==> config.mk <==
export PLATFORM = sky130hd
export DESIGN_NAME = bus_demux_flat
export DESIGN_NICKNAME = d
export VERILOG_FILES = /design/src/rtl/bus_pkg.sv /design/src/rtl/bus_demux_if.sv /design/src/rtl/bus_addr_decode.sv /design/src/rtl/bus_demux.sv /design/src/flat_wrapper.sv
export SDC_FILE = /design/constraint.sdc
export NUM_CORES = 1
export LEC_CHECK = 0
export ABC_AREA = 1
export CAP_MARGIN = 30
export CELL_PAD_IN_SITES_DETAIL_PLACEMENT = 1
export CELL_PAD_IN_SITES_GLOBAL_PLACEMENT = 1
export CORE_MARGIN = 2
export CORE_UTILIZATION = 25
export DETAILED_ROUTE_END_ITERATION = 6
export PLACE_DENSITY_LB_ADDON = 0.08
export SYNTH_ARGS = -nofsm -noshare
export SYNTH_HDL_FRONTEND = slang
export SYNTH_SLANG_ARGS = --single-unit
==> constraint.sdc <==
create_clock -name clk -period 1.6 [get_ports clk]
set_input_delay 0.24 -clock clk [delete_from_list [all_inputs] [get_ports clk]]
set_output_delay 0.24 -clock clk [all_outputs]
set_load 0.03 [all_outputs]
==> src/rtl/bus_pkg.sv <==
// Shared definitions for the bus demultiplexer: FSM encoding, slave count,
// and the default address map.
package bus_pkg;

    localparam int NSLV = 4;

    typedef enum logic [1:0] {
        IDLE = 2'd0,
        BUSY = 2'd1,
        DONE = 2'd2,
        ERR  = 2'd3
    } state_t;

    typedef logic [NSLV-1:0][31:0] addr_vec_t;

    // Default map: data RAM, LED/switch I/O, timer, UART
    localparam logic [31:0] DEF_BASE0 = 32'h0000_0000;
    localparam logic [31:0] DEF_MASK0 = 32'hFFFF_C000;
    localparam logic [31:0] DEF_BASE1 = 32'hFFFF_0000;
    localparam logic [31:0] DEF_MASK1 = 32'hFFFF_FF00;
    localparam logic [31:0] DEF_BASE2 = 32'hFFFF_0100;
    localparam logic [31:0] DEF_MASK2 = 32'hFFFF_FF00;
    localparam logic [31:0] DEF_BASE3 = 32'hFFFF_0200;
    localparam logic [31:0] DEF_MASK3 = 32'hFFFF_FF00;

endpackage

==> src/rtl/bus_demux_if.sv <==
// Master-side request/response and slave-side select/ack bundle of the demux.
// The slave modport is the demux view; master is the surrounding system.
interface bus_demux_if;
    import bus_pkg::*;

    logic                 m_req;
    logic                 m_we;
    logic [31:0]          m_addr;
    logic [31:0]          m_wdata;
    logic [3:0]           m_be;
    logic                 m_ready;
    logic                 m_err;
    logic [31:0]          m_rdata;
    logic [NSLV-1:0]      s_sel;
    logic                 s_we;
    logic [31:0]          s_addr;
    logic [31:0]          s_wdata;
    logic [3:0]           s_be;
    logic [NSLV-1:0]      s_ack;
    logic [NSLV*32-1:0]   s_rdata;

    modport slave (
        input  m_req, m_we, m_addr, m_wdata, m_be, s_ack, s_rdata,
        output m_ready, m_err, m_rdata, s_sel, s_we, s_addr, s_wdata, s_be
    );

    modport master (
        output m_req, m_we, m_addr, m_wdata, m_be, s_ack, s_rdata,
        input  m_ready, m_err, m_rdata, s_sel, s_we, s_addr, s_wdata, s_be
    );

endinterface

==> src/rtl/bus_addr_decode.sv <==
// Combinational base/mask address decoder; the lowest matching slave wins.
module bus_addr_decode
    import bus_pkg::*;
#(
    parameter addr_vec_t BASE = {DEF_BASE3, DEF_BASE2, DEF_BASE1, DEF_BASE0},
    parameter addr_vec_t MASK = {DEF_MASK3, DEF_MASK2, DEF_MASK1, DEF_MASK0}
) (
    input  logic [31:0]     addr,
    output logic [NSLV-1:0] hit,
    output logic            miss
);

    logic [NSLV-1:0] match;

    genvar k;
    generate
        for (k = 0; k < NSLV; k++) begin : g_match
            assign match[k] = (addr & MASK[k]) == BASE[k];
        end
    endgenerate

    // Isolate the lowest set bit to get a one-hot, priority-resolved hit
    assign hit  = match & (~match + NSLV'(1));
    assign miss = ~|match;

endmodule

==> src/rtl/bus_demux.sv <==
// Single-master to four-slave bus demultiplexer with one-cycle completion pulse.
// Define BUS_DEMUX_TIMEOUT_EN to abort transfers whose slave never acknowledges.
module bus_demux
    import bus_pkg::*;
#(
    parameter logic [31:0] BASE0   = DEF_BASE0,
    parameter logic [31:0] MASK0   = DEF_MASK0,
    parameter logic [31:0] BASE1   = DEF_BASE1,
    parameter logic [31:0] MASK1   = DEF_MASK1,
    parameter logic [31:0] BASE2   = DEF_BASE2,
    parameter logic [31:0] MASK2   = DEF_MASK2,
    parameter logic [31:0] BASE3   = DEF_BASE3,
    parameter logic [31:0] MASK3   = DEF_MASK3,
    parameter int          TIMEOUT = 16
) (
    input  logic      clk,
    input  logic      rst,
    bus_demux_if.slave bus
);

    state_t          state, state_nxt;
    logic [NSLV-1:0] hit;
    logic            miss;
    logic [NSLV-1:0] sel_q;
    logic            we_q;
    logic [31:0]     addr_q;
    logic [31:0]     wdata_q;
    logic [3:0]      be_q;
    logic [31:0]     rdata_q;
    logic            ack_hit;
    logic            timeout_hit;
    logic [31:0]     slv_rdata;

    bus_addr_decode #(
        .BASE({BASE3, BASE2, BASE1, BASE0}),
        .MASK({MASK3, MASK2, MASK1, MASK0})
    ) u_dec (
        .addr (bus.m_addr),
        .hit  (hit),
        .miss (miss)
    );

    // Only the selected slave's ack and data are looked at
    assign ack_hit = |(bus.s_ack & sel_q);

    always_comb begin
        slv_rdata = '0;
        for (int k = 0; k < NSLV; k++)
            if (sel_q[k]) slv_rdata = slv_rdata | bus.s_rdata[k*32 +: 32];
    end

`ifdef BUS_DEMUX_TIMEOUT_EN
    logic [15:0] to_cnt;

    assign timeout_hit = (to_cnt == 16'(TIMEOUT - 1));

    // Held at zero outside BUSY, so it starts from zero on every entry
    always_ff @(posedge clk) begin
        if (rst)                to_cnt <= '0;
        else if (state != BUSY) to_cnt <= '0;
        else if (!ack_hit)      to_cnt <= to_cnt + 16'd1;
    end
`else
    logic unused_timeout;

    assign timeout_hit    = 1'b0;
    assign unused_timeout = ^TIMEOUT;
`endif

    always_ff @(posedge clk) begin
        if (rst) state <= IDLE;
        else     state <= state_nxt;
    end

    always_comb begin
        state_nxt = state;
        case (state)
            IDLE:    if (bus.m_req) state_nxt = miss ? ERR : BUSY;
            BUSY:    if (ack_hit) state_nxt = DONE;
                     else if (timeout_hit) state_nxt = ERR;
            DONE:    state_nxt = IDLE;
            ERR:     state_nxt = IDLE;
            default: state_nxt = IDLE;
        endcase
    end

    always_ff @(posedge clk) begin
        if (rst) begin
            sel_q   <= '0;
            we_q    <= 1'b0;
            addr_q  <= '0;
            wdata_q <= '0;
            be_q    <= '0;
            rdata_q <= '0;
        end else begin
            if (state == IDLE && bus.m_req) begin
                if (miss) begin
                    rdata_q <= '0;
                end else begin
                    sel_q   <= hit;
                    we_q    <= bus.m_we;
                    addr_q  <= bus.m_addr;
                    wdata_q <= bus.m_wdata;
                    be_q    <= bus.m_be;
                end
            end
            if (state == BUSY) begin
                if (ack_hit) begin
                    sel_q   <= '0;
                    rdata_q <= slv_rdata;
                end else if (timeout_hit) begin
                    sel_q   <= '0;
                    rdata_q <= '0;
                end
            end
        end
    end

    assign bus.m_ready = (state == DONE) || (state == ERR);
    assign bus.m_err   = (state == ERR);
    assign bus.m_rdata = rdata_q;
    assign bus.s_sel   = sel_q;
    assign bus.s_we    = we_q;
    assign bus.s_addr  = addr_q;
    assign bus.s_wdata = wdata_q;
    assign bus.s_be    = be_q;

endmodule

==> src/flat_wrapper.sv <==
// flat-port wrapper written by rule: the top's interface ports become plain ports
module bus_demux_flat import bus_pkg::*;
#(
    parameter logic [31:0] BASE0   = DEF_BASE0,
    parameter logic [31:0] MASK0   = DEF_MASK0,
    parameter logic [31:0] BASE1   = DEF_BASE1,
    parameter logic [31:0] MASK1   = DEF_MASK1,
    parameter logic [31:0] BASE2   = DEF_BASE2,
    parameter logic [31:0] MASK2   = DEF_MASK2,
    parameter logic [31:0] BASE3   = DEF_BASE3,
    parameter logic [31:0] MASK3   = DEF_MASK3,
    parameter int          TIMEOUT = 16
)
  (clk, rst, bus_m_req, bus_m_we, bus_m_addr, bus_m_wdata, bus_m_be, bus_s_ack, bus_s_rdata, bus_m_ready, bus_m_err, bus_m_rdata, bus_s_sel, bus_s_we, bus_s_addr, bus_s_wdata, bus_s_be);
  bus_demux_if bus_i ();
  input  logic clk;
  input  logic rst;
  input wire logic [$bits(bus_i.m_req)-1:0] bus_m_req;
  input wire logic [$bits(bus_i.m_we)-1:0] bus_m_we;
  input wire logic [$bits(bus_i.m_addr)-1:0] bus_m_addr;
  input wire logic [$bits(bus_i.m_wdata)-1:0] bus_m_wdata;
  input wire logic [$bits(bus_i.m_be)-1:0] bus_m_be;
  input wire logic [$bits(bus_i.s_ack)-1:0] bus_s_ack;
  input wire logic [$bits(bus_i.s_rdata)-1:0] bus_s_rdata;
  output wire logic [$bits(bus_i.m_ready)-1:0] bus_m_ready;
  output wire logic [$bits(bus_i.m_err)-1:0] bus_m_err;
  output wire logic [$bits(bus_i.m_rdata)-1:0] bus_m_rdata;
  output wire logic [$bits(bus_i.s_sel)-1:0] bus_s_sel;
  output wire logic [$bits(bus_i.s_we)-1:0] bus_s_we;
  output wire logic [$bits(bus_i.s_addr)-1:0] bus_s_addr;
  output wire logic [$bits(bus_i.s_wdata)-1:0] bus_s_wdata;
  output wire logic [$bits(bus_i.s_be)-1:0] bus_s_be;
  assign bus_i.m_req = bus_m_req;
  assign bus_i.m_we = bus_m_we;
  assign bus_i.m_addr = bus_m_addr;
  assign bus_i.m_wdata = bus_m_wdata;
  assign bus_i.m_be = bus_m_be;
  assign bus_i.s_ack = bus_s_ack;
  assign bus_i.s_rdata = bus_s_rdata;
  assign bus_m_ready = bus_i.m_ready;
  assign bus_m_err = bus_i.m_err;
  assign bus_m_rdata = bus_i.m_rdata;
  assign bus_s_sel = bus_i.s_sel;
  assign bus_s_we = bus_i.s_we;
  assign bus_s_addr = bus_i.s_addr;
  assign bus_s_wdata = bus_i.s_wdata;
  assign bus_s_be = bus_i.s_be;
  bus_demux #(.BASE0(BASE0), .MASK0(MASK0), .BASE1(BASE1), .MASK1(MASK1), .BASE2(BASE2), .MASK2(MASK2), .BASE3(BASE3), .MASK3(MASK3), .TIMEOUT(TIMEOUT)) u_core (.clk(clk), .rst(rst), .bus(bus_i));
endmodule
==> After elaboration in Yosys (flattened, before gate mapping) <==
Index checks and enable logic that the tools add are counted.
{ "op_classes": {"shifts": 0, "n_eq_ne": 8, "mul": 0, "order_cmp": 0, "mux": 16, "div_mod_pow": 0, "bitwise_logic": 6, "n_reduce_logical": 9, "addsub": 1} }
{ "ops": {"columns": ["op", "count"], "rows": [
  ["32-bit 2-to-1 mux", 8],
  ["32-bit bitwise OR", 3],
  ["24-bit equality test (second input constant)", 3],
  ["32-bit zero test", 1],
  ["4-bit 2-to-1 mux", 4],
  ["4-bit bitwise AND", 2],
  ["4-bit OR reduction", 2],
  ["2-bit 2-to-1 mux", 3],
  ["2-bit one-hot mux with 3 select lines", 1],
  ["4-bit by 1-bit adder with 4-bit output (second input constant)", 1],
  ["2-bit equality test (second input constant)", 2],
  ["4-bit inverter", 1],
  ["2-bit AND reduction", 2],
  ["2-bit by 1-bit equality test with 1-bit output (second input constant)", 1],
  ["2-bit zero test", 1],
  ["2-bit by 1-bit != test with 1-bit output (second input constant)", 1],
  ["2-bit != test (second input constant)", 1],
  ["2-bit OR reduction", 1],
  ["1-bit logical AND", 1],
  ["1-bit logical OR", 1]
]} }
{ "totals": {"n_memories": 0, "regBits": 107, "rom_bits": 0, "word_cells": 47, "out_inout_bits": 107, "mem_bits_rw": 0, "latch_bits": 0, "in_bits": 204} }

==> Longest topological paths before layout <==
Gate-level depths: netlist of the first run.
{ "logic_depth": {"ltp_word": 9, "depth_mapped": 12, "ltp_nobuf": 10} }

==> Cells and area by module <==
From an unflattened synthesis of the first run, not the netlist that was laid out.
{ "hier_totals": {"cells_unflattened": 933, "area_unflattened_um2": 5530.3} }
{ "by_module_without_submodules": {"columns": ["mod", "cells_per_inst", "area_per_inst_um2", "instances"], "rows": [
  ["bus_demux", 877, 5306.3, 1],
  ["bus_addr_decode", 56, 224.0, 1]
]} }

==> Least setup slack after synthesis of the first run <==
No wires, ideal clock.
{ "synth_timing": {"kind": "register -> register", "from": "reg u_core.sel_q[0], in the netlist u_core.bus.s_sel[0]", "to": "reg u_core.sel_q[0], in the netlist u_core.bus.s_sel[0]", "path_buffers": 3, "setup_time_ns": 0.070, "period_less_slack_ns": 1.604, "arrival_time_ns": 1.534, "required_ns": 1.530, "stages_incl_launch_ff": 8, "path_slack_ns": -0.004, "cell_sequence": "dfxtp_1 clkbuf_1 a22o_1 o21ai_1 buf_2 buf_2 nand2_1 a21oi_1"} }
{ "synth_via": {"elab_chain_len": 4, "elab_cells_between_ends": 6, "cone_classes": "mux: 4; bitwise: 1; reduce/logical: 1"} }
{ "synth_lines": {"columns": ["item", "line", "rtl"], "rows": [
  ["from (decl)", "bus_demux.sv:24", "logic [NSLV-1:0] sel_q;"],
  ["from (signal assigned)", "bus_demux.sv:100", "sel_q <= hit;"],
  ["4-bit bitwise AND or 4-bit 2-to-1 mux (tied branches)", "bus_demux.sv:44, bus_demux.sv:97", null],
  ["4-bit OR reduction or 4-bit 2-to-1 mux (tied branches)", "bus_demux.sv:44, bus_demux.sv:96", null],
  ["4-bit 2-to-1 mux", "bus_demux.sv:108", "if (ack_hit) begin"],
  ["4-bit 2-to-1 mux (*)", "bus_demux.sv:107", "if (state == BUSY) begin"]
]} }
Every way passes the cells marked *; elsewhere a longest branch is shown, timed or not.
A chain may end at the register's enable or synchronous reset.

==> Worst setup path after layout of the first run <==
{ "layout_timing": {"from": "reg u_core.state[1]", "to": "out bus_m_err"} }
{ "layout_via": {"elab_chain_len": 1} }
{ "layout_lines": {"columns": ["item", "line", "rtl"], "rows": [
  ["from (decl)", "bus_demux.sv:21", "state_t state, state_nxt;"],
  ["from (signal assigned)", "bus_demux.sv:72", "else state <= state_nxt;"],
  ["2-bit equality test", "bus_demux.sv:120", "assign bus.m_err = (state == ERR);"],
  ["to (decl)", "flat_wrapper.sv:26", "output wire logic [$bits(bus_i.m_err)-1:0] bus_m_err;"]
]} }
No other way between the ends.

==> run summary, run 1 <==
Synth Warn # -> 0
Layout Nets -> 1366
Cells after Synth -> 854
Placed Instance Area -> 9090 µm²
Max Fclk -> 653 MHz
actual slew at the worst max-slew pin -> 0.414 ns
Net Count, Synth -> 1058
Port Buffers -> 310
Clock Path Buffers -> 2
Post-Synth XOR/XNOR Area -> 0%
Hold/Removal Path Class -> in2reg
post-synth top area share -> 38.7%
CTS tree -> yes
post-synthesis average cell area -> 6.48 µm²
main flop type after synthesis -> dfxtp_1
Core Footprint -> 21800 µm²
Synth Area in Compound Gates -> 11.8%
register bit total from synthesis -> 107
share of cells above drive strength 1 -> 10.6%
vias in the first global route -> 6626
WS Path Type -> reg2out
clock slew at reported path FFs -> 0.07 ns
fillers -> 2752
max_cap viols -> 0
Post-Place Worst Slack -> -0.587 ns
Setup WS post-layout -> 0.0681 ns
Leak Pwr -> 4.71 nW
final hold vios -> 0
status -> completed
Critical Path End -> bus_m_err
All-Layer GR Usage -> 20.2%
area delta synth->final -> 73.6%
highest routed layer -> met5
Setup Skew -> 0.0113 ns
Slew Viols, Final -> 0
CTS Root Buffer Type -> clkbuf_16
Worst Setup End Kind -> output port
Synth area leaders -> dfxtp_1, nand2_1, a21oi_1
met3 WL post-DR -> 1.50 mm
H-tree Lvls -> 3
initial DRC count -> 209
Final Cycle Share -> 95.7%
Wirelength per Cell -> 16.9 µm
Post-Route M1 WL -> 10.6 mm
Die Ht -> 153 µm
Row Count -> 54
CP Launch Type -> flip-flop
netlist area before placement -> 5540 µm²
largest net degree at the start of global routing -> 50
Seq. cell area -> 2140 µm²
initial antenna violation count -> 3
Worst R2R End -> u_core.bus.s_addr[18]
adder-cell share of the synthesized area -> 0%
GP Congestion -> 0.769
post-synth top area cell -> dfxtp_1
post-DP HPWL -> 17.2 mm
Post-synth ARST share -> 0%
Commonest cells post-synth -> nand2_1, dfxtp_1, nor2_1, a21oi_1, inv_1
starting density of the core -> 25.5%
met2 wire length -> 11.9 mm
Reg2Reg Setup Slack -> 0.10 ns
mux cell area share after synthesis -> 0%
multi-input logic area -> 2910 µm²
final WL -> 24.4 mm
Die X -> 153 µm
Clock Latency Late Sink -> 0.36 ns
top-count cell post-synth -> nand2_1
Period minus WS final -> 1.53 ns
Simple-Gate Fraction of Synth Area -> 38.1%
vias -> 6624
CP max FO -> 4
pwr/cell area -> 603 nW/µm²
CP required -> 1.36 ns
Relative slew margins -> 72.5%
Final Setup Violations -> 0
vias per cell -> 4.58
CP arrival -> 1.29 ns
Routed Antenna Nets -> 0
I/O pins -> 311
post-route cell area -> 9610 µm²
total grt overflow -> 0
first-pass GRT wire length -> 37.6 mm
number of enable flip-flop cells after synthesis -> 0
total CTS buffers -> 9
Initial DRT Pass Iterations -> 4
largest family of logic cells by synthesized area -> simple AND/OR/NAND/NOR gates
peak supply drop -> 0.417 mV
worst-case reg-to-reg path depth -> 8
RSZ-0062 raised after global routing -> true
Post-route DRC -> 0
Netlist cell types -> 24
post-synthesis sequential area ratio -> 38.7%
start point of the critical path -> u_core.state[1]
die area -> 23400 µm²
r2r startpoint -> u_core.state[1]
Clock Sinks -> 107
## cells in the final DEF, fill, tap and decap left out, drive strengths merged
cell type      Yosys  routed
inv               82      81
bufbuf             0       2
a21oi             90      90
buf               24      52
dfxtp            107     107
bufinv             0       2
clkinvlp           0       1
a22o               2       2
clkdlybuf4s15      0       1
nand4             34      34
o21ai             33      33
clkinv             0       1
nand3             82      82
diode              0       2
clkbuf            40      10
nor2              99      99
nand2            260     260
a21boi             1       1
clkdlybuf4s50      0     179
dlygate4sd2        0     126
## worst max-delay path, stage by stage (launching register included)
cell and delay, ns:
dfxtp_1 0.39, nand2_1 0.08, inv_1 0.05, dlygate4sd2_1 0.43
## cells by family (layout without fill, tap and decap cells)
group,Yosys count,in the layout
AND/OR/NAND/NOR,475,475
buffers and inverters,146,455
AO/OA/AOI/OAI,126,126
flip-flops,107,107
other,0,2
## per-stage QoR
step | std cells | setup TNS (ns) | hold WS (ns) | total power, W | utilization, %
global route | 1445 | -0.377 | 0.323 | 0.00603 | 44.2
finish | 1445 | 0 | 0.312 | 0.00580 | 44.2
global placement | 1419 | -50.60 | 0.440 | 0.00346 | 41.8
floorplan | 854 | 0 | 0.309 | 0.00286 | -
CTS | 1439 | 0 | 0.268 | 0.00587 | 43.6
detailed placement | 1419 | -54.05 | 0.447 | 0.00347 | 41.8
## timing repair
action,CTS,global route
resized for setup,152,19
buffers inserted,4,3
pin swaps,20,3
hold buffers,0,0
cloned,4,1
setup endpoints to repair,208,101
hold endpoints to repair,0,0
## cell type report
type	count	area share, %
clock buffers	9	2.34
diodes	2	0.0521
repair buffers	361	37.5
clock inverters	3	0.703
inverters	82	3.24
multi-input cells	601	30.2
flip-flops and latches	107	22.3
well taps	280	3.64
## per-layer routing
metal,up-vias,GRT usage (%)
met1,3102,24.8
met2,163,34.7
met4,2,5.25
met3,21,5.73
li1,3336,-
met5,-,0
## how the worst min path moves through the flow
stage / start / end / slack (ns) / depth (start not counted)
6_report: bus_m_addr[9] / u_core.bus.s_addr[9] / 0.31 / 3
5_1_grt: bus_m_addr[9] / u_core.bus.s_addr[9] / 0.32 / 3
4_1_cts: bus_m_addr[11] / u_core.bus.s_addr[11] / 0.27 / 3
3_5_place_dp: u_core.bus.s_addr[15] / u_core.bus.s_addr[15] / 0.45 / 2
3_3_place_gp: u_core.bus.s_addr[14] / u_core.bus.s_addr[14] / 0.44 / 2
2_1_floorplan: rst / u_core.state[0] / 0.31 / 1
## power by group
group | internal (W) | switching [W]
registers | 0.00267 | 0.00000558
clock network | 0.00134 | 0.00102
logic | 0.000506 | 0.000263
total | 0.00451 | 0.00129
## sequential cells by signal (all words and copies together) (netlist names)
signal / cells
u_core.bus.s_be: 4
u_core.bus.s_sel: 4
u_core.state: 2
u_core.bus.m_rdata: 32
u_core.bus.s_wdata: 32
u_core.bus.s_we: 1
u_core.bus.s_addr: 32
Power figures use the tool's default switching activity.
==> inputs of run 2 (changes only) <==
--- a/config.mk
+++ b/config.mk
@@ -16,3 +16,4 @@
 export SYNTH_ARGS = -nofsm -noshare
 export SYNTH_HDL_FRONTEND = slang
 export SYNTH_SLANG_ARGS = --single-unit
+export TNS_END_PERCENT = 5
==> run summary, run 2 (synthesized netlist as in run 1, its figures left out) <==
status -> completed
crit path cell chain -> nor2_1 > nand2_2 > inv_4 > nand4_4 > buf_12 > a21oi_4 > buf_12 > nor2_1
Post-Place Worst Slack -> -0.587 ns (unchanged)
Row Count -> 54 (unchanged)
die area -> 23400 µm² (unchanged)
vias in the first global route -> 6626 (unchanged)
most common cell after layout, fill and taps aside -> nand2_1
final WL -> 24.4 mm (-0.11%)
Core Footprint -> 21800 µm² (unchanged)
Die Ht -> 153 µm (unchanged)
Slew Viols, Final -> 0 (unchanged)
Final Setup Violations -> 0 (unchanged)
design internal power -> 0.00451 W (about the same)
pwr/cell area -> 604 nW/µm² (+0.16%)
combinational power share -> 13.2% (about the same)
Hold/Removal Path Class -> in2reg
dpl cells -> 1419 (unchanged)
Clock Latency Late Sink -> 0.36 ns (about the same)
WS Path Type -> reg2reg
Setup WS post-layout -> 0.0752 ns (+0.00709 ns)
r2r startpoint -> u_core.state[1]
initial antenna violation count -> 3 (unchanged)
worst-case reg-to-reg path depth -> 8 (unchanged)
Period minus WS final -> 1.52 ns (-0.00709 ns)
RSZ-0062 raised after global routing -> true
CTS Root Buffer Type -> clkbuf_16
post-DP HPWL -> 17.2 mm (unchanged)
CP max-delay cell -> dfxtp_2
Worst R2R End -> u_core.bus.s_addr[18]
vias -> 6610 (-0.21%)
Clock Path Buffers -> 2 (unchanged)
final hold vios -> 0 (unchanged)
Die X -> 153 µm (unchanged)
Critical Path End -> u_core.bus.s_addr[18]
CP required -> 1.85 ns (+0.49 ns)
Fin Setup TNS -> 0 ns (unchanged)
starting density of the core -> 25.5% (unchanged)
total CTS buffers -> 9 (unchanged)
clock share of power -> 40.7% (about the same)
max_cap viols -> 0 (unchanged)
Routed Antenna Nets -> 0 (unchanged)
largest net degree at the start of global routing -> 50 (unchanged)
Max Fclk -> 656 MHz (+0.46%)
vias per cell -> 4.57 (-0.28%)
CP Launch Type -> flip-flop
Setup Skew -> 0.0108 ns (-0.000452 ns)
total grt overflow -> 0 (unchanged)
All-Layer GR Usage -> 20.2% (unchanged)
Worst Setup End Kind -> flip-flop
area delta synth->final -> 73.3%
initial DRC count -> 230 (+10%)
post-route non-filler standard cell count -> 1446 (+0.069%)
hold_sp -> bus_m_addr[12]
clock slew at reported path FFs -> 0.07 ns (about the same)
Clock Sinks -> 107 (unchanged)
most frequent cells in the layout -> nand2_1, clkdlybuf4s50_1, dlygate4sd2_1, dfxtp_1, a21oi_1
Final Cycle Share -> 95.3% (-0.44 points)
Reg2Reg Setup Slack -> 0.08 ns (-0.02 ns)
CTS tree -> yes
peak supply drop -> 0.416 mV (-0.39%)
Critical Path Max Stage Delay -> 0.33 ns (-0.10 ns)
Post-route DRC -> 0 (unchanged)
Leak Pwr -> 4.71 nW (about the same)
share of cells above drive strength 1 -> 10.4% (-0.17 points)
Layout Nets -> 1366 (unchanged)
CP arrival -> 1.77 ns (+0.48 ns)
fillers -> 2752 (unchanged)
hold slack final -> 0.306 ns (-0.00658 ns)
actual slew at the worst max-slew pin -> 0.414 ns (+0.000708 ns)
Relative slew margins -> 72.5% (about the same)
I/O pins -> 311 (unchanged)
first-pass GRT wire length -> 37.6 mm (unchanged)
Initial DRT Pass Iterations -> 6 (+2)
start point of the critical path -> u_core.state[1]
Sw Ratio -> 22.2% (about the same)
GP Congestion -> 0.769 (unchanged)
Port Buffers -> 310 (unchanged)
P_sw -> 0.00129 W (about the same)
H-tree Lvls -> 3 (unchanged)
CP max FO -> 15 (+11)
Wirelength per Cell -> 16.9 µm (-0.18%)
Seq pwr share -> 46.1% (about the same)
run 2: worst min-delay path by stage:
| stage | end | slack (ns) | cells after the start |
|---|---|---|---|
| floorplan | u_core.state[0] | 0.31 | 1 |
| global placement | u_core.bus.s_addr[14] | 0.44 | 2 |
| detailed placement | u_core.bus.s_addr[15] | 0.45 | 2 |
| CTS | u_core.bus.s_addr[11] | 0.27 | 3 |
| global route | u_core.bus.s_addr[9] | 0.32 | 3 |
| finish | u_core.bus.s_addr[12] | 0.31 | 3 |
run 2: power groups by stage:
| stage | clock [W] | sequential, W | combinational, W |
|---|---|---|---|
| global route | 0.00254 | 0.00267 | 0.000820 |
| floorplan | 0 | 0.00273 | 0.000132 |
| global placement | 0 | 0.00273 | 0.000729 |
| finish | 0.00236 | 0.00267 | 0.000767 |
| detailed placement | 0 | 0.00273 | 0.000734 |
| CTS | 0.00247 | 0.00267 | 0.000728 |
run 2: area by class of cell:
type	instances	area [µm²]	share of cell area [%]
clock buffers	9	225	2.35
flip-flops and latches	107	2140	22.3
repair buffers	361	3600	37.6
diodes	3	7.51	0.0782
multi-input cells	601	2890	30.1
inverters	82	312	3.25
clock inverters	3	67.6	0.704
well taps	280	350	3.65
run 2: per-layer routing:
layer,global-route usage (%),vias to the layer above,wire length (µm)
li1,-,3332,-
met1,24.8,3082,10500
met2,34.7,175,11900
met3,5.73,19,1580
met4,5.25,2,352
met5,0,-,13
run 2: through the flow:
| step | total power, W | area, µm² | utilization [%] |
|---|---|---|---|
| floorplan | 0.00286 | 5540 | - |
| global placement | 0.00346 | 9090 | 41.8 |
| detailed placement | 0.00347 | 9090 | 41.8 |
| CTS | 0.00587 | 9490 | 43.6 |
| global route | 0.00603 | 9590 | 44.1 |
| finish | 0.00580 | 9600 | 44.1 |
run 2: repair_timing:
item | in CTS | in global routing
endpoints found under the setup margin | 208 | 101
setup buffers | 4 | 3
endpoints found under the hold margin | 0 | 0
gates cloned | 4 | 1
pin swaps | 20 | 2
hold buffers | 0 | 0
resized for setup | 152 | 15
run 2: worst max-delay path: cells and delay by family (launching register included):
family / cells / cell delay (ns)
compound gates: 1 / 0.19
buf+inv: 3 / 0.44
simple gates: 4 / 0.46
flops: 1 / 0.33
==> inputs of run 3 (changes only) <==
--- a/config.mk
+++ b/config.mk
@@ -12,8 +12,10 @@
 export CORE_MARGIN = 2
 export CORE_UTILIZATION = 25
 export DETAILED_ROUTE_END_ITERATION = 6
+export HOLD_SLACK_MARGIN = 0.15
 export PLACE_DENSITY_LB_ADDON = 0.08
 export SYNTH_ARGS = -nofsm -noshare
 export SYNTH_HDL_FRONTEND = slang
+export SYNTH_HIERARCHICAL = 1
 export SYNTH_SLANG_ARGS = --single-unit
 export TNS_END_PERCENT = 5
==> run summary, run 3 <==
Die Ht -> 153 µm (about the same)
post-DP HPWL -> 18.6 mm (+8.2%)
main flop type after synthesis -> dfxtp_1
initial DRC count -> 280 (+22%)
netlist area before placement -> 5530 µm² (-0.14%)
Clock Latency Late Sink -> 0.36 ns (about the same)
CP top delay family -> buffers and inverters
post-route non-filler standard cell count -> 1519 (+5.0%)
P_sw -> 0.00144 W (+12%)
GP Congestion -> 0.768 (-0.18%)
combinational power share -> 14.1% (+0.9 points)
post-synthesis average cell area -> 5.93 µm² (-8.6%)
CTS tree -> yes
Cells after Synth -> 933 (+9.3%)
fillers -> 2821 (+2.5%)
clock share of power -> 41.9% (+1.2 points)
Sw Ratio -> 23.8% (+1.6 points)
Post-Place Worst Slack -> -0.593 ns (-0.00596 ns)
top-count cell post-synth -> nand2_1
met3 WL post-DR -> 2.29 mm (+45%)
post-synth top area share -> 38.7% (+0.053 points)
All-Layer GR Usage -> 21.6% (+1.5 points)
Port Buffers -> 310 (unchanged)
total CTS buffers -> 9 (unchanged)
vias -> 6977 (+5.6%)
Post-route DRC -> 0 (unchanged)
Post-synth ARST share -> 0% (unchanged)
Max Fclk -> 645 MHz (-1.6%)
actual slew at the worst max-slew pin -> 0.501 ns (+0.0867 ns)
final hold vios -> 0 (unchanged)
Layout Nets -> 1437 (+5.2%)
crit path cell chain -> buf_4 > clkdlybuf4s15_1
WS Path Type -> reg2out
CTS Root Buffer Type -> clkbuf_16
vias in the first global route -> 7122 (+7.5%)
Die X -> 153 µm (about the same)
Final Cycle Share -> 96.9% (+1.6 points)
area delta synth->final -> 73.3% (about the same)
Final Setup Violations -> 0 (unchanged)
Period minus WS final -> 1.55 ns (+0.0249 ns)
Worst Setup End Kind -> output port
Core Footprint -> 21800 µm² (unchanged)
starting density of the core -> 25.4% (-0.035 points)
CP max FO -> 3 (-12)
clock slew at reported path FFs -> 0.08 ns (about the same)
Seq pwr share -> 44.1% (-2.0 points)
total grt overflow -> 0 (unchanged)
Routed Antenna Nets -> 0 (unchanged)
Fin Setup TNS -> 0 ns (unchanged)
Commonest cells post-synth -> nand2_1, nor2_1, dfxtp_1, o21ai_0, clkbuf_1
CP Launch Type -> flip-flop
Setup WS post-layout -> 0.0503 ns (-0.0249 ns)
first-pass GRT wire length -> 40.0 mm (+6.4%)
most frequent cells in the layout -> nand2_1, nor2_1, clkdlybuf4s50_1, dlygate4sd2_1, dfxtp_1
final WL -> 26.0 mm (+6.7%)
Leak Pwr -> 4.77 nW (+1.4%)
Setup Skew -> 0.00930 ns (-0.00150 ns)
I/O pins -> 311 (unchanged)
Post-Route M1 WL -> 11.0 mm (+4.9%)
Net Count, Synth -> 1137 (+7.5%)
Clock Path Buffers -> 2 (unchanged)
Netlist cell types -> 19 (-21%)
post-synth top area cell -> dfxtp_1
number of enable flip-flop cells after synthesis -> 0 (unchanged)
met2 wire length -> 12.4 mm (+4.4%)
Initial DRT Pass Iterations -> 7 (+1)
share of cells above drive strength 1 -> 8.80% (-1.6 points)
CP required -> 1.36 ns (-0.49 ns)
RSZ-0062 raised after global routing -> true
dpl cells -> 1493 (+5.2%)
Synth Warn # -> 6 (+6)
Bufs and invs on worst path -> 2 (-1)
most common cell after layout, fill and taps aside -> nand2_1
register bit total from synthesis -> 107 (unchanged)
Row Count -> 54 (unchanged)
largest net degree at the start of global routing -> 51 (+2.0%)
Synth area leaders -> dfxtp_1, nand2_1, nor2_1
pwr/cell area -> 632 nW/µm² (+4.6%)
design internal power -> 0.00462 W (+2.3%)
highest routed layer -> met5
initial antenna violation count -> 2 (-1)
Wirelength per Cell -> 17.1 µm (+1.6%)
vias per cell -> 4.59 (+0.48%)
Slew Viols, Final -> 0 (unchanged)
Reg2Reg Setup Slack -> 0.11 ns (+0.03 ns)
Critical Path Max Stage Delay -> 0.40 ns (+0.07 ns)
CP arrival -> 1.31 ns (-0.46 ns)
post-synthesis sequential area ratio -> 38.7% (+0.053 points)
CP max-delay cell -> dfxtp_1
peak supply drop -> 0.463 mV (+11%)
max_cap viols -> 0 (unchanged)
Hold/Removal Path Class -> in2reg
Relative slew margins -> 66.5% (-6.0 points)
status -> completed
die area -> 23300 µm² (-0.13%)
H-tree Lvls -> 3 (unchanged)
Clock Sinks -> 107 (unchanged)
==> run 3: cell count changes in the layout (fill, tap and decap cells not counted), sizes merged, moves of 10 or more <==
cell	delta
nor2	+169
a21oi	-89
clkbuf	+10
nand3	-45
dlygate4sd2	-19
o21ai	+42
clkdlybuf4s15	+10
nand2	+61
inv	-54
==> run 3: cells by family after synthesis <==
group / synth area share [%]
compound gates: 6.88
flops: 38.7
simple gates: 47.6
buf+inv: 6.81
==> run 3: final timing paths <==
kind | cells after the start | end | from
setup / recovery | 2 | bus_m_ready | u_core/state[1]
hold reg to reg | 2 | u_core/bus.s_wdata[10] | u_core/bus.s_wdata[10]
hold / removal | 3 | u_core/bus.s_addr[17] | bus_m_addr[17]
setup reg to reg | 8 | u_core/bus.s_wdata[21] | u_core/state[1]
==> run 3: cell type report <==
class	instances	area, µm²	share of cell area [%]
antenna	1	2.50	0.0261
timing repair buffer	353	3530	36.8
sequential	107	2150	22.4
inverter	26	103	1.07
clock inverter	6	95.1	0.992
multi-input combinational	736	3120	32.5
tap	280	350	3.65
clock buffer	10	239	2.49
==> run 3: power by group through the flow <==
stage	Combinational (W)	Sequential, W	Clock (W)
after CTS	0.000852	0.00267	0.00261
after global routing	0.000916	0.00267	0.00273
after floorplan	0.000198	0.00274	0
after detailed placement	0.000867	0.00273	0
after global placement	0.000865	0.00273	0
final	0.000852	0.00267	0.00254
==> run 3: routing by layer <==
layer,vias up,track usage [%]
met5,-,0
li1,3512,-
met3,15,7.96
met1,3198,25.5
met4,2,3.92
met2,250,37.9
==> run 3: worst min-delay path: stages <==
cell      delay, ns
clkbuf_2       0.10
nor2_1         0.05
nor2_1         0.09
==> run 3: metrics by stage <==
| step | hold WS [ns] | util (%) | cell area, µm² | power [W] |
|---|---|---|---|---|
| 4_1_cts | 0.249 | 43.6 | 9480 | 0.00613 |
| 3_3_place_gp | 0.478 | 42.0 | 9130 | 0.00360 |
| 3_5_place_dp | 0.490 | 42.0 | 9130 | 0.00360 |
| 5_1_grt | 0.153 | 44.1 | 9590 | 0.00631 |
| 2_1_floorplan | 0.312 | - | 5530 | 0.00293 |
| 6_report | 0.150 | 44.1 | 9590 | 0.00606 |
==> run 3: repair_timing <==
item / in CTS / in global routing
hold buffers: 0 / 0
setup buffers: 2 / 1
pin swaps: 12 / 33
setup endpoints to repair: 207 / 103
gates cloned: 3 / 3
gates resized for setup: 142 / 41
